`config.mk`:
```
export PLATFORM = sky130hd
export DESIGN_NAME = matmul_sequencer
export DESIGN_NICKNAME = d
export VERILOG_FILES = /design/src/rtl/matmul_pkg.sv /design/src/rtl/matmul_sequencer_op_timer.sv /design/src/rtl/matmul_sequencer.sv
export SDC_FILE = /design/constraint.sdc
export NUM_CORES = 1
export LEC_CHECK = 0
export BUFFER_PORTS_ARGS = -buffer_cell sky130_fd_sc_hd__buf_2
export CAP_MARGIN = 0
export CORE_ASPECT_RATIO = 2
export CORE_MARGIN = 1
export CORE_UTILIZATION = 55
export DETAILED_ROUTE_END_ITERATION = 10
export PLACE_DENSITY = 0.84
export SYNTH_ARGS = -nofsm -noshare
export SYNTH_HDL_FRONTEND = slang
export SYNTH_HIERARCHICAL = 1
export SYNTH_SLANG_ARGS = --single-unit
```
`constraint.sdc`:
```
create_clock -name clk_i -period 3.7 [get_ports clk_i]
set_input_delay 0.555 -clock clk_i [delete_from_list [all_inputs] [get_ports clk_i]]
set_output_delay 0.555 -clock clk_i [all_outputs]
set_load 0.05 [all_outputs]
```
`src/rtl/matmul_pkg.sv`:
```
// Shared constants, state encoding and helper functions for the matmul sequencer.
package matmul_pkg;

    // Default configuration of the sequencer and its datapath.
    localparam int DATA_WIDTH_DEF = 8;
    localparam int BUS_WIDTH_DEF  = 32;
    localparam int SP_DEPTH_DEF   = 4;
    localparam int TIMEOUT_DEF    = 32;
    localparam int CNT_W_DEF      = 8;

    // Dimensions travel as dim-1, so 2 bits cover 1..4.
    localparam int DIM_W = 2;

    // Number of elements per bus word, i.e. the largest matrix dimension.
    function automatic int max_dim_f(input int bus_width, input int data_width);
        return bus_width / data_width;
    endfunction

    // Scratchpad slot address width, never narrower than one bit.
    function automatic int sp_aw_f(input int depth);
        return (depth > 1) ? $clog2(depth) : 1;
    endfunction

    // One-hot operation states.
    typedef enum logic [6:0] {
        ST_IDLE   = 7'b0000001,
        ST_LOAD   = 7'b0000010,
        ST_LAUNCH = 7'b0000100,
        ST_WAIT   = 7'b0001000,
        ST_STORE  = 7'b0010000,
        ST_DONE   = 7'b0100000,
        ST_ERR    = 7'b1000000
    } state_e;

endpackage

```
`src/rtl/matmul_sequencer_op_timer.sv`:
```
// Saturating cycle counter used as the WAIT-state watchdog.
module op_timer #(
    parameter int CNT_W   = 8,
    parameter int TIMEOUT = 32
) (
    input  logic             clk_i,
    input  logic             rst_i,
    input  logic             clear_i,
    input  logic             en_i,
    output logic [CNT_W-1:0] count_o,
    output logic             tc_o
);

    localparam logic [CNT_W-1:0] CNT_MAX = {CNT_W{1'b1}};
    localparam logic [CNT_W-1:0] TC_VAL  = CNT_W'(TIMEOUT - 1);

    logic [CNT_W-1:0] count_q;
    logic [CNT_W-1:0] count_d;

    // Next count: clear wins, otherwise count up and stick at all-ones.
    always_comb begin
        count_d = count_q;
        if (clear_i) begin
            count_d = '0;
        end else if (en_i && (count_q != CNT_MAX)) begin
            count_d = count_q + CNT_W'(1);
        end
    end

    // Count register.
    always_ff @(posedge clk_i) begin
        if (rst_i) begin
            count_q <= '0;
        end else begin
            count_q <= count_d;
        end
    end

    assign count_o = count_q;
    assign tc_o    = (count_q == TC_VAL);

endmodule

```
`src/rtl/matmul_sequencer.sv`:
```
// Control FSM running one matrix multiply on matrix_shifter: latch config,
// load operands, launch, wait for done under a watchdog, commit the result.
//
// Handshake: start_i is a request sampled only in IDLE; there is no ready,
// a request seen in any other state is dropped. shifter_done_i is honoured
// only in WAIT, so a stale done from a previous operation is harmless.
module matmul_sequencer
    import matmul_pkg::*;
#(
    parameter int DATA_WIDTH = DATA_WIDTH_DEF,
    parameter int BUS_WIDTH  = BUS_WIDTH_DEF,
    parameter int SP_DEPTH   = SP_DEPTH_DEF,
    parameter int TIMEOUT    = TIMEOUT_DEF,
    parameter int CNT_W      = CNT_W_DEF,
    parameter int SP_AW      = sp_aw_f(SP_DEPTH)
) (
    input  logic             clk_i,
    input  logic             rst_i,
    input  logic             start_i,
    input  logic [DIM_W-1:0] n_i,
    input  logic [DIM_W-1:0] k_i,
    input  logic [DIM_W-1:0] m_i,
    input  logic             mode_i,
    input  logic [SP_AW-1:0] sp_rd_sel_i,
    input  logic [SP_AW-1:0] sp_wr_sel_i,
    input  logic             shifter_done_i,
    output logic             operand_load_o,
    output logic             shifter_start_o,
    output logic [DIM_W-1:0] n_o,
    output logic [DIM_W-1:0] k_o,
    output logic [DIM_W-1:0] m_o,
    output logic             c_src_sel_o,
    output logic [SP_AW-1:0] sp_rd_addr_o,
    output logic             sp_wr_en_o,
    output logic [SP_AW-1:0] sp_wr_addr_o,
    output logic             busy_o,
    output logic             done_o,
    output logic             error_o,
    output logic [CNT_W-1:0] cycles_o,
    output logic [6:0]       state_dbg_o
);

    localparam int MAX_DIM = max_dim_f(BUS_WIDTH, DATA_WIDTH);
    localparam logic [CNT_W-1:0] TIMEOUT_CNT = CNT_W'(TIMEOUT);

    // Reject configurations the dimension encoding or watchdog cannot cover.
    generate
        if ((MAX_DIM != (1 << DIM_W)) || (TIMEOUT <= 3 * MAX_DIM) ||
            (TIMEOUT > (1 << CNT_W) - 1) || (SP_DEPTH > (1 << SP_AW))) begin : g_bad_cfg
            $error("matmul_sequencer: unsupported parameter combination");
        end
    endgenerate

    state_e state_q;
    state_e state_d;

    logic [DIM_W-1:0] n_q, k_q, m_q;
    logic             mode_q;
    logic [SP_AW-1:0] rd_addr_q;
    logic [SP_AW-1:0] wr_addr_q;
    logic             error_q;
    logic [CNT_W-1:0] cycles_q;

    logic             start_accept;
    logic             in_wait;
    logic             wait_done;
    logic             wait_timeout;
    logic [CNT_W-1:0] wait_count;
    logic             wait_tc;

    assign start_accept = (state_q == ST_IDLE) && start_i;
    assign in_wait      = (state_q == ST_WAIT);
    assign wait_done    = in_wait && shifter_done_i;
    assign wait_timeout = in_wait && !shifter_done_i && wait_tc;

    // Watchdog counts WAIT cycles only and restarts from zero on every entry.
    op_timer #(
        .CNT_W   (CNT_W),
        .TIMEOUT (TIMEOUT)
    ) u_op_timer (
        .clk_i   (clk_i),
        .rst_i   (rst_i),
        .clear_i (!in_wait),
        .en_i    (in_wait),
        .count_o (wait_count),
        .tc_o    (wait_tc)
    );

    // State register.
    always_ff @(posedge clk_i) begin
        if (rst_i) begin
            state_q <= ST_IDLE;
        end else begin
            state_q <= state_d;
        end
    end

    // Next-state logic; a done in the terminal-count cycle still counts as success.
    always_comb begin
        state_d = state_q;
        unique case (state_q)
            ST_IDLE:   if (start_i) state_d = ST_LOAD;
            ST_LOAD:   state_d = ST_LAUNCH;
            ST_LAUNCH: state_d = ST_WAIT;
            ST_WAIT: begin
                if (shifter_done_i) begin
                    state_d = ST_STORE;
                end else if (wait_tc) begin
                    state_d = ST_ERR;
                end
            end
            ST_STORE:  state_d = ST_DONE;
            ST_DONE:   state_d = ST_IDLE;
            ST_ERR:    state_d = ST_IDLE;
            default:   state_d = ST_IDLE;
        endcase
    end

    // Operation config is captured on an accepted start and held until the next one.
    always_ff @(posedge clk_i) begin
        if (rst_i) begin
            n_q       <= '0;
            k_q       <= '0;
            m_q       <= '0;
            mode_q    <= 1'b0;
            rd_addr_q <= '0;
            wr_addr_q <= '0;
        end else if (start_accept) begin
            n_q       <= n_i;
            k_q       <= k_i;
            m_q       <= m_i;
            mode_q    <= mode_i;
            rd_addr_q <= sp_rd_sel_i;
            wr_addr_q <= sp_wr_sel_i;
        end
    end

    // Status: sticky watchdog error and the WAIT-cycle count of the last op.
    always_ff @(posedge clk_i) begin
        if (rst_i) begin
            error_q  <= 1'b0;
            cycles_q <= '0;
        end else begin
            if (start_accept) begin
                error_q <= 1'b0;
            end
            if (wait_done) begin
                cycles_q <= wait_count + CNT_W'(1);
            end else if (wait_timeout) begin
                cycles_q <= TIMEOUT_CNT;
                error_q  <= 1'b1;
            end
        end
    end

    // Strobes and mux select decoded from the current state.
    always_comb begin
        operand_load_o  = 1'b0;
        shifter_start_o = 1'b0;
        sp_wr_en_o      = 1'b0;
        done_o          = 1'b0;
        c_src_sel_o     = 1'b0;
        busy_o          = (state_q != ST_IDLE);
        unique case (state_q)
            ST_LOAD: begin
                operand_load_o = 1'b1;
                c_src_sel_o    = mode_q;
            end
            ST_LAUNCH: begin
                shifter_start_o = 1'b1;
                c_src_sel_o     = mode_q;
            end
            ST_WAIT: begin
                c_src_sel_o = mode_q;
            end
            ST_STORE: begin
                sp_wr_en_o  = 1'b1;
                c_src_sel_o = mode_q;
            end
            ST_DONE:  done_o = 1'b1;
            ST_ERR:   done_o = 1'b1;
            default: begin
                done_o = 1'b0;
            end
        endcase
    end

    assign n_o          = n_q;
    assign k_o          = k_q;
    assign m_o          = m_q;
    assign sp_rd_addr_o = rd_addr_q;
    assign sp_wr_addr_o = wr_addr_q;
    assign error_o      = error_q;
    assign cycles_o     = cycles_q;
    assign state_dbg_o  = state_q;

endmodule

```
# Yosys cells after proc, flatten, opt, wreduce, memory -nomap -nowiden
# Index checks and enable logic that the tools add are counted.
totals:
  inputBits: 15
  reg_bits: 35
  output_inout_bits: 32
op_classes:
  muxes: 14
  n_eq_ne: 12
  n_reduce_logical: 11
  n_bitwise: 1
  add_sub_neg: 1
ops:
  columns: ["op", "count"]
  rows:
  - ["$pmux 7 s5", 1]
  - ["$mux 7", 3]
  - ["$mux 8", 2]
  - ["$add 8x1->8 const B", 1]
  - ["$eq 8x5->1 const B", 1]
  - ["$mux 1", 8]
  - ["$ne 8x8->1 const B", 1]
  - ["$eq 7x1->1 const B", 1]
  - ["$eq 7x2->1 const B", 1]
  - ["$eq 7x3->1 const B", 1]
  - ["$eq 7x4->1 const B", 1]
  - ["$eq 7x5->1 const B", 1]
  - ["$eq 7x6->1 const B", 1]
  - ["$eq 7x7->1 const B", 1]
  - ["$ne 7x1->1 const B", 1]
  - ["$logic_and 1x1->1", 5]
  - ["$reduce_or 2->1", 2]
  - ["$reduce_or 4->1", 1]
  - ["$ne 3x2->1 const B", 1]
  - ["$ne 2x2->1 const B", 1]
  - ["$reduce_and 2->1", 1]
  - ["$reduce_bool 2->1", 1]
  - ["$logic_not 1->1", 1]
  - ["$not 1->1", 1]

# Longest topological paths before layout
logic_depth:
  ltp_word: 5
  depth_mapped: 7
  ltp_nobuf: 7

# By module
# Netlist, hierarchy kept.
modules_own_cells:
  columns: ["module", "seq_area_each_um2", "instances", "cells_per_inst", "area_per_inst_um2"]
  rows:
  - ["matmul_sequencer", 540.5, 1, 137, 1208.7]
  - ["op_timer", 160.2, 1, 47, 420.4]

# Worst setup path before layout
# OpenSTA, ideal clock, no wires.
synth_timing:
  path_type: "register to output"
  startpoint: "register state_q[6] (netlist: state_dbg_o[6])"
  endpoint: "output sp_wr_en_o"
  n_path_buf: 0
  t_arrival_ns: 2.163
  setup_slack_ns: 0.982
  required_ns: 3.145
  stages_incl_launch_ff: 3
  path_cell_list: "dfxtp_1 -> or4_4 -> nor4b_2"
synth_via:
  elab_chain_cells: 2
synth_rtl:
  columns: ["element", "line", "rtl"]
  rows:
  - ["from (decl)", "matmul_sequencer.sv:54", "state_e state_q;"]
  - ["from (signal assigned)", "matmul_sequencer.sv:94", "state_q <= state_d;"]
  - ["$eq 7x5->1", "matmul_sequencer.sv:164", "unique case (state_q)"]
  - ["$mux 1", "matmul_sequencer.sv:164", null]
  - ["to (decl)", "matmul_sequencer.sv:34", "output logic sp_wr_en_o,"]
# Every way passes these cells.

# Worst setup path after layout
layout_timing:
  startpoint: "register state_q[2] (netlist: state_dbg_o[2])"
  endpoint: "output c_src_sel_o"
layout_via:
  elab_chain_cells: 3
  elab_cells_between_ends: 6
  cone_classes: "eq/ne: 4; mux: 1; reduce/logical: 1"
layout_rtl:
  columns: ["element", "line", "rtl"]
  rows:
  - ["$eq 7x4->1 (tied with other cells)", "matmul_sequencer.sv:164", null]
  - ["$reduce_or 4->1 (no source line) *", null, null]
  - ["$mux 1 *", "matmul_sequencer.sv:164", null]
  - ["to (decl)", "matmul_sequencer.sv:32", "output logic c_src_sel_o,"]
# Mark *: on every way between the ends. The rest lies on a longest branch, timed or not.

==> metrics.md <==
| Metric | Value |
|---|---|
| Setup TNS | 0 ns |
| Worst-skew pair later-pin latency | 0.30 ns |
| Clk slew on worst S/H paths | 0.07 ns |
| Initial antenna violation count | 0 |
| Async SR Flop Fraction | 0% |
| Largest area contributor in the netlist | dfxtp_1 |
| Root buffer cell | clkbuf_8 |
| Clk buf depth | 2 |
| DRC violations left | 0 |
| Drt wl/cell | 14.14 um |
| Maximum fanout along the worst path | 8 |
| Most frequent cells after synthesis | 35 x dfxtp_1, 31 x nand2_1, 18 x a21oi_1 |
| Die Height | 78.97 um |
| Max Slew Vio Count | 0 |
| Boundary Pins | 47 |
| Sequential share of the synthesized area | 43.01% |
| DR pass1 iterations | 4 |
| 1st-iter DRT viols | 19 |
| Mapped Area | 1629 um^2 |
| Largest net degree at the start of global routing | 36 |
| Average size of a mapped cell | 8.854 um^2 |
| Die area | 3197 um^2 |
| Worst Hold Launch | sp_wr_addr_o[0] |
| Post-synth EDFFs | 0 |
| Routability cong. | 0.8125 |
| Most common cell in the netlist | dfxtp_1 |
| Critical Path AT | 1.86 ns |
| Distinct cells, synth | 47 |
| Share of cells above drive strength 1 | 29.18% |
| Min Clock Period, post-route | 2.415 ns |
| Starting Density | 58.81% |
| Via count | 1,498 |
| RSZ-0062 raised after global routing | false |
| Hold WC Path Type | reg2reg |
| Max Cap Viol | 0 |
| Post-CTS setup repair buffer count | 0 |
| Reg2reg start | u_op_timer/count_o[0] |
| Nets | 249 |
| Final hold vios | 0 |
| Avg Vias per Cell | 5.718 |
| Top cells by area, synth | dfxtp_1 43%, nand2_1 7.1%, a21oi_1 5.5%, xor2_1 3.8%, o32ai_1 3.2% |
| Design Power | 0.8519 mW |
| CP Capture Type | primary output |
| Area growth, synth to finish | 22.04% |
| Final Cycle Share | 65.28% |
| Slew HR | 63.95% |
| TritonCTS Buffers | 5 |
| CP startpoint | state_dbg_o[2] |
| Antenna Cells | 0 |
| Post-Route WL | 3704 um |
| Vias in the first global route | 1,369 |
| Hold Buf Count CTS | 0 |
| Core footprint | 2770 um^2 |
| Lkg Pwr | 0.8755 nW |
| Htree depth | 2 |
| Total Routing Usage GR | 25.38% |
| Worst slew pin tran | 0.5367 ns |
| Syn_nets | 201 |
| CTS tree | built |
| Core Rows | 27 |
| Post-cts resize count | 0 |
| Syn. warnings | 6 |
| Worst endpoint required time | 3.14 ns |
| Worst Setup Path Type | reg2out |
| Hpwl dp | 2713 um |
| Die Span X | 40.49 um |
| Pwr Density | 428.5 nW/um^2 |
| Startpoint Class | flop |
| Top FF cell, synth | dfxtp_1 |
| Synth Register Bits | 35 |
| Yosys top cell area share | 43.01% |
| Fmax | 414.0 MHz |
| Port bufs | 46 |
| First-pass GRT wire length | 5671 um |
| Outcome | finished, final reports clean |
| # clock sinks | 35 |
| Total gr overflow | 0 |
| Final clock skew | 0.008504 ns |
| Mapped Cells | 184 |
| Setup-failing EPs final | 0 |
| Post-DRT Antenna Nets | 0 |
| VDD IR max | 0.4158 mV |
metrics by stage:
| stage | cell area (um^2) | setup slack (ns) | instances | hold WS, ns | util, % |
|---|---|---|---|---|---|
| after floorplan | 1629 | 0.9820 | 184 | 0.4274 | - |
| after global placement | 1876 | 1.621 | 254 | 0.4346 | 67.71 |
| after detailed placement | 1876 | 1.581 | 254 | 0.4412 | 67.71 |
| after CTS | 1988 | 1.271 | 262 | 0.4503 | 71.77 |
| after global routing | 1988 | 1.043 | 262 | 0.4744 | 71.77 |
| final | 1988 | 1.285 | 262 | 0.4468 | 71.77 |
path summary, 6_finish.rpt:
check,to,slack (ns),depth (start not counted)
max,c_src_sel_o,1.28,5
min,sp_wr_addr_o[0],0.45,2
max reg2reg,cycles_o[5],1.56,7
min reg2reg,sp_wr_addr_o[0],0.45,2
placed cells by master, fill, tap and decap left out, drive strengths merged, types with 5 or more instances in the layout:
cell and n:
buf 46, dfxtp 35, nand2 32, a21oi 18, nand3 9, nor2 8, xor2 7, nor3 7
nand2b 6, o32ai 6, and3 5, clkbuf 5
routing by layer:
metal / up-vias / wire length (um) / track usage, %
met5: - / 0 / 0
met4: 0 / 141 / 15.33
met3: 13 / 182 / 6.983
met2: 53 / 2008 / 43.97
met1: 670 / 1371 / 23.61
li1: 762 / - / -
state kept, by name (all words and copies together) (netlist names):
register and flops:
cycles_o 8, error_o 1, k_o 2, m_o 2
mode_q 1, n_o 2, sp_rd_addr_o 2, sp_wr_addr_o 2
state_dbg_o 7, u_op_timer/count_o 8
cell type report:
class | count | area, um^2
clock buffer | 5 | 68.82
tap | 29 | 36.28
inverter | 3 | 11.26
fill | 242 | 782.0
clock inverter | 3 | 43.79
multi-input combinational | 141 | 897.1
sequential | 35 | 700.7
timing repair buffer | 46 | 230.2
power by group:
part	internal [mW]	switching, mW
Clock	0.200	0.141
Sequential	0.388	0.00771
Combinational	0.0307	0.0838
Total	0.619	0.233
worst max-delay path: stages, from the launching register on:
cell and delay (ns):
dfxtp_1 0.38, nor3_1 0.49, nand2_1 0.11, a21oi_1 0.17, and3_1 0.17, buf_2 0.26
cell families after synthesis:
kind of cell    Yosys count  share of synthesized area, %
simple gates             90                         31.95
compound gates           38                         15.44
flops                    35                         43.01
xor+xnor                  8                         4.301
buf+inv                   8                         1.920
mux                       3                         1.843
fa+ha+maj                 2                         1.536
No activity file was read; power rests on OpenSTA's default activity.
